$ cat src/rtl/keypad_pkg.sv
`default_nettype none
// ============================================================================
// keypad_pkg - shared key map, candidate encoding and FSM states (rev 1.0)
// ============================================================================
package keypad_pkg;

  // Indexed {col, row}; row 0 is the top row of the keypad.
  localparam logic [15:0][3:0] C_KEY_MAP = {
    4'hD, 4'hC, 4'hB, 4'hA,   // c3
    4'hE, 4'h9, 4'h6, 4'h3,   // c2
    4'hF, 4'h8, 4'h5, 4'h2,   // c1
    4'h0, 4'h7, 4'h4, 4'h1    // c0
  };

  // Candidate = {valid, code}; NONE is the only encoding with valid clear.
  localparam logic [4:0] C_CAND_NONE = 5'b0_0000;

  typedef enum logic [0:0] {
    ST_RELEASED = 1'b0,
    ST_PRESSED  = 1'b1
  } kp_state_t;

endpackage
`default_nettype wire

$ cat src/rtl/keypad_debounce.sv
`default_nettype none
// ============================================================================
// keypad_debounce - scan-level match counter and press/release FSM (rev 1.0)
// ============================================================================
module keypad_debounce
  import keypad_pkg::*;
#(
  parameter int DEBOUNCE_SCANS = 4
) (
  input  logic       clk,
  input  logic       reset,
  input  logic       scan_done,
  input  logic [4:0] candidate,
  output logic [3:0] key_code,
  output logic       key_valid,
  output logic       key_held
);

  localparam logic [3:0] C_STABLE = 4'(DEBOUNCE_SCANS);

  kp_state_t  r_state;
  kp_state_t  w_state_next;
  logic [4:0] r_prev;
  logic [3:0] r_match;
  logic [3:0] w_match_next;
  logic [3:0] r_code;
  logic [3:0] w_code_next;
  logic       r_valid;
  logic       w_valid_next;
  logic       w_stable;

  always_comb begin
    w_match_next = r_match;
    if (scan_done) begin
      if (candidate != r_prev) begin
        w_match_next = 4'd1;
      end else if (r_match < C_STABLE) begin
        w_match_next = r_match + 4'd1;
      end
    end
    w_stable = scan_done && (w_match_next == C_STABLE);
  end

  // Acting on the post-increment count lets the event land one edge after scan end.
  always_comb begin
    w_state_next = r_state;
    w_code_next  = r_code;
    w_valid_next = 1'b0;
    case (r_state)
      ST_RELEASED: begin
        if (w_stable && candidate[4]) begin
          w_state_next = ST_PRESSED;
          w_code_next  = candidate[3:0];
          w_valid_next = 1'b1;
        end
      end
      ST_PRESSED: begin
        if (w_stable && !candidate[4]) begin
          w_state_next = ST_RELEASED;
        end else if (w_stable && (candidate[3:0] != r_code)) begin
          w_code_next  = candidate[3:0];
          w_valid_next = 1'b1;
        end
      end
      default: w_state_next = ST_RELEASED;
    endcase
  end

  always_ff @(posedge clk or negedge reset) begin
    if (!reset) begin
      r_state <= ST_RELEASED;
      r_prev  <= C_CAND_NONE;
      r_match <= 4'd0;
      r_code  <= 4'd0;
      r_valid <= 1'b0;
    end else begin
      r_state <= w_state_next;
      r_match <= w_match_next;
      r_code  <= w_code_next;
      r_valid <= w_valid_next;
      if (scan_done) begin
        r_prev <= candidate;
      end
    end
  end

  assign key_code  = r_code;
  assign key_valid = r_valid;
  assign key_held  = (r_state == ST_PRESSED);

endmodule
`default_nettype wire

$ cat src/rtl/keypad_scanner.sv
`default_nettype none
// ============================================================================
// keypad_scanner - 4x4 keypad column scan, ghost reject and debounce (rev 1.0)
// ============================================================================
module keypad_scanner
  import keypad_pkg::*;
#(
  parameter int SCAN_DIV       = 100000,
  parameter int DEBOUNCE_SCANS = 4
) (
  input  logic       clk,
  input  logic       reset,
  input  logic [3:0] row,
  output logic [3:0] col,
  output logic [3:0] key_code,
  output logic       key_valid,
  output logic       key_held
);

  localparam int               DIV_W      = (SCAN_DIV > 1) ? $clog2(SCAN_DIV) : 1;
  localparam logic [DIV_W-1:0] C_DIV_LAST = DIV_W'(SCAN_DIV - 1);
  localparam logic [DIV_W-1:0] C_DIV_ONE  = DIV_W'(1);

  logic [3:0]       r_row_meta;
  logic [3:0]       r_row_sync;
  logic [1:0]       r_col_idx;
  logic [DIV_W-1:0] r_div_cnt;
  logic [11:0]      r_hits;
  logic [4:0]       r_cand;
  logic             r_scan_done;
  logic             w_slot_end;
  logic [15:0]      w_scan;
  logic [4:0]       w_count;
  logic [3:0]       w_idx;
  logic [4:0]       w_cand;

  assign w_slot_end = (r_div_cnt == C_DIV_LAST);
  assign col        = ~(4'b0001 << r_col_idx);

  // Columns 0..2 come from the accumulator; column 3 is taken live at scan end.
  always_comb begin
    w_scan  = {~r_row_sync, r_hits};
    w_count = 5'd0;
    w_idx   = 4'd0;
    for (int i = 0; i < 16; i++) begin
      if (w_scan[i]) begin
        w_count = w_count + 5'd1;
        w_idx   = 4'(i);
      end
    end
    w_cand = (w_count == 5'd1) ? {1'b1, C_KEY_MAP[w_idx]} : C_CAND_NONE;
  end

  always_ff @(posedge clk or negedge reset) begin
    if (!reset) begin
      r_row_meta  <= 4'hF;
      r_row_sync  <= 4'hF;
      r_col_idx   <= 2'd0;
      r_div_cnt   <= '0;
      r_hits      <= 12'd0;
      r_cand      <= C_CAND_NONE;
      r_scan_done <= 1'b0;
    end else begin
      r_row_meta  <= row;
      r_row_sync  <= r_row_meta;
      r_scan_done <= 1'b0;
      if (w_slot_end) begin
        r_div_cnt <= '0;
        r_col_idx <= r_col_idx + 2'd1;
        case (r_col_idx)
          2'd0: r_hits[3:0]  <= ~r_row_sync;
          2'd1: r_hits[7:4]  <= ~r_row_sync;
          2'd2: r_hits[11:8] <= ~r_row_sync;
          default: begin
            r_cand      <= w_cand;
            r_scan_done <= 1'b1;
          end
        endcase
      end else begin
        r_div_cnt <= r_div_cnt + C_DIV_ONE;
      end
    end
  end

  keypad_debounce #(
    .DEBOUNCE_SCANS(DEBOUNCE_SCANS)
  ) u_debounce (
    .clk       (clk),
    .reset     (reset),
    .scan_done (r_scan_done),
    .candidate (r_cand),
    .key_code  (key_code),
    .key_valid (key_valid),
    .key_held  (key_held)
  );

endmodule
`default_nettype wire

$ cat config.mk
export PLATFORM = sky130hd
export DESIGN_NAME = keypad_scanner
export DESIGN_NICKNAME = d
export VERILOG_FILES = /design/src/rtl/keypad_pkg.sv /design/src/rtl/keypad_debounce.sv /design/src/rtl/keypad_scanner.sv
export SDC_FILE = /design/constraint.sdc
export NUM_CORES = 1
export LEC_CHECK = 0
export ABC_AREA = 1
export CORE_MARGIN = 10
export CORE_UTILIZATION = 42
export CTS_CLUSTER_SIZE = 14
export DETAILED_ROUTE_END_ITERATION = 10
export PLACE_DENSITY_LB_ADDON = 0.1
export SLEW_MARGIN = 25
export SYNTH_ARGS = -nofsm -noshare
export SYNTH_HDL_FRONTEND = slang
export SYNTH_SLANG_ARGS = --single-unit
$ cat constraint.sdc
create_clock -name clk -period 17.4 [get_ports clk]
set_clock_uncertainty 0.2 [all_clocks]
set_input_delay 3.48 -clock clk [delete_from_list [all_inputs] [get_ports clk]]
set_output_delay 3.48 -clock clk [all_outputs]
set_load 0.03 [all_outputs]
==> flow_summary.ini <==
[sta]
max_slew_margin_pct = 51.26
tightest_slew_ns = 0.7311
finalHoldWorstSlack_ns = 0.1556
hold_violations = 0
rsz0062_at_grt = false
fin_crit_ns = 7.845
max_freq_mhz = 127.5
period_share_pct = 45.09
setup_tns_ns = 0
slew_violations = 0
setup_viol = 0

[grt]
first_global_vias = 3776
overflow = 0
grt_max_degree = 61
grt_pass1_wl_um = 16160
antenna_found_initial = 0
track_usage_pct = 12.52

[yosys]
synth_area_sq_um = 4554
yosys.area.top_type = dfrtp_1
synth.most_common_cell = nand2_1
ys_seq_area_share_pct = 33.19
yosys.area.top_type_share_pct = 28.57
synth_edf_count = 0
synth-seq-cells = 60
syn_inst = 651
synthTopCellsByCount = 167 x nand2_1, 121 x inv_1, 52 x dfrtp_1
async_flop_share_pct = 100.0
ys_dominant_reg_cell = dfrtp_1
syn_nets = 681
synth_cell_types = 41
ys_warn_count = 0
yosys-top-cells-area = dfrtp_1 29%, nand2_1 14%, inv_1 10%
syn_avg_cell_area_sq_um = 6.996

[pwr]
pwr-share-seq_pct = 42.0
ir_drop_uv = 63.40
p_per_area_nw_per_um2 = 65.69
p_int_mw = 0.2736
combPwrFrac_pct = 3.6
swShare_pct = 19.42
p_total_mw = 0.3395
p_clk_share_pct = 54.4
switching_power_mw = 0.06593
power.leakage_nw = 2.811

[clock_tree]
clock_sinks = 60
clk_latency_ns = 0.34
cts_resized = 0
ctsHoldBuffers = 0
numCtsBuffers = 9
cts_htree_levels = 3
cts_tree = built
clk_pin_slew_ns = 0.07
cts_setup_buffers = 0
max-clock-path-buffers = 2
cts_root_buffer = clkbuf_8

[setup_path]
max_stage_delay_ns = 0.38
critPathCaptureType = register
worstPathMaxFanout = 5
worstPathArrival_ns = 7.91
worst_path_most_repeated_cell = nand2_1
required_ns = 17.47
critPathSlowestCell = dfrtp_1
crit_path_start_kind = register
crit_type = reg2reg

[die]
die_w_um = 124.1
core_area_sq_um = 10460
die_area_sq_um = 15410
fp-row-count = 37
io_pins = 16
die_y_um = 124.1
initial_core_util_pct = 43.53

[route]
drt_iter0_drc = 157
ant_nets = 0
drtPass1Iterations = 4
route.detailed.drc = 0
totalWireLength_um = 8823
vias_per_cell = 4.704
wire_per_inst_um = 10.79
vias = 3848

[place]
gp_congestion = 0.8383
dp.cells = 802
io_buffers = 15
hpwl_um = 7098
place_area_sq_um = 4872

[hold_path]
hold_path.class = reg2reg

[cells_and_area]
layout.nets = 707
drive_gt1_share_pct = 17.30
n_antenna_cell = 0
final_cells = 818
area_delta_synth_final_pct = 13.49
final_area_sq_um = 5169
filler_cell_count = 1088

[run_status]
outcome = completed

[run]
drv_cap = 0
-- cells in the final DEF, fill, tap and decap left out, types with 3 or more instances in the layout --
cell,n
nand3_4,4
nand2_2,41
ha_1,24
nor2_1,50
o21ai_1,5
nand3b_1,4
inv_2,14
xor2_1,6
a21oi_1,13
nor2_2,3
clkdlybuf4s50_1,14
nand2_1,167
dfrtp_1,52
nor3_1,10
xnor2_1,4
inv_1,121
bufinv_16,5
o22ai_1,4
nand2_4,4
a211oi_1,3
nand3_2,17
o21ai_0,36
clkbuf_8,10
nand3_1,33
dfstp_2,8
nand4_1,6
-- registers in the layout, summed over array words and instances (netlist names), named ones only --
register              flops
r_cand                    5
r_col_idx                 2
r_div_cnt                17
r_hits                   12
r_row_meta                4
r_row_sync                4
r_scan_done               1
u_debounce.key_code       4
u_debounce.key_valid      1
u_debounce.r_match        4
u_debounce.r_prev         5
-- stage by stage --
stage	worst slack [ns]	util [%]
after floorplan	10.08	-
after global placement	9.779	46.57
after detailed placement	9.578	46.57
after CTS	9.507	49.40
after global routing	8.772	49.40
final	9.555	49.40
-- cell families after synthesis --
logic type / Yosys count / share of synthesized area [%]
AO/OA/AOI/OAI: 72 / 8.928
XOR/XNOR: 10 / 1.923
adder cells (fa/ha/maj): 24 / 6.593
buffers and inverters: 137 / 11.32
flip-flops: 60 / 33.19
multiplexers: 1 / 0.2472
AND/OR/NAND/NOR: 347 / 37.80
-- critical path, delay by kind of cell (launching register included) --
family,cells,cell delay (ns)
flops,1,0.38
buf+inv,7,0.41
fa+ha+maj,14,3.78
compound gates,3,0.33
simple gates,31,2.64
-- area by class of cell --
type                    count  area [sq um]  area share (%)
well taps                 136         170.2           3.292
clock inverters             6         158.9           3.074
clock buffers              10         137.6           2.663
multi-input cells         454          2527           48.90
flip-flops and latches     60          1511           29.24
repair buffers             16         152.6           2.953
inverters                 136         510.5           9.877
-- power groups by stage --
stage / logic, mW / registers (mW) / clock network [mW]
finish: 0.0123 / 0.143 / 0.185
global route: 0.0145 / 0.143 / 0.194
CTS: 0.0126 / 0.143 / 0.189
detailed placement: 0.0126 / 0.145 / 0
global placement: 0.0122 / 0.145 / 0
floorplan: 0.00708 / 0.145 / 0
-- final timing paths --
path                       slack (ns)          start                      to  depth (start not counted)
min                              0.16  r_row_meta[3]           r_row_sync[3]                          0
max in group asynchronous       13.43          reset              r_hits[11]                          2
min reg2reg                      0.16  r_row_meta[3]           r_row_sync[3]                          0
max reg2reg                      9.55      r_hits[0]               r_cand[3]                         55
max                              9.55      r_hits[0]               r_cand[3]                         55
min in group asynchronous        3.07          reset  u_debounce.key_code[2]                          2
-- routing by layer --
| layer | vias up | global-route usage (%) | part of all wire (%) |
|---|---|---|---|
| li1 | 2086 | - | - |
| met1 | 1721 | 15.54 | 49 |
| met2 | 31 | 21.38 | 48 |
| met3 | 10 | 2.217 | 2.0 |
| met4 | 0 | 4.317 | 1.3 |
| met5 | - | 0 | 0 |
No activity file was read; power rests on OpenSTA's default activity.
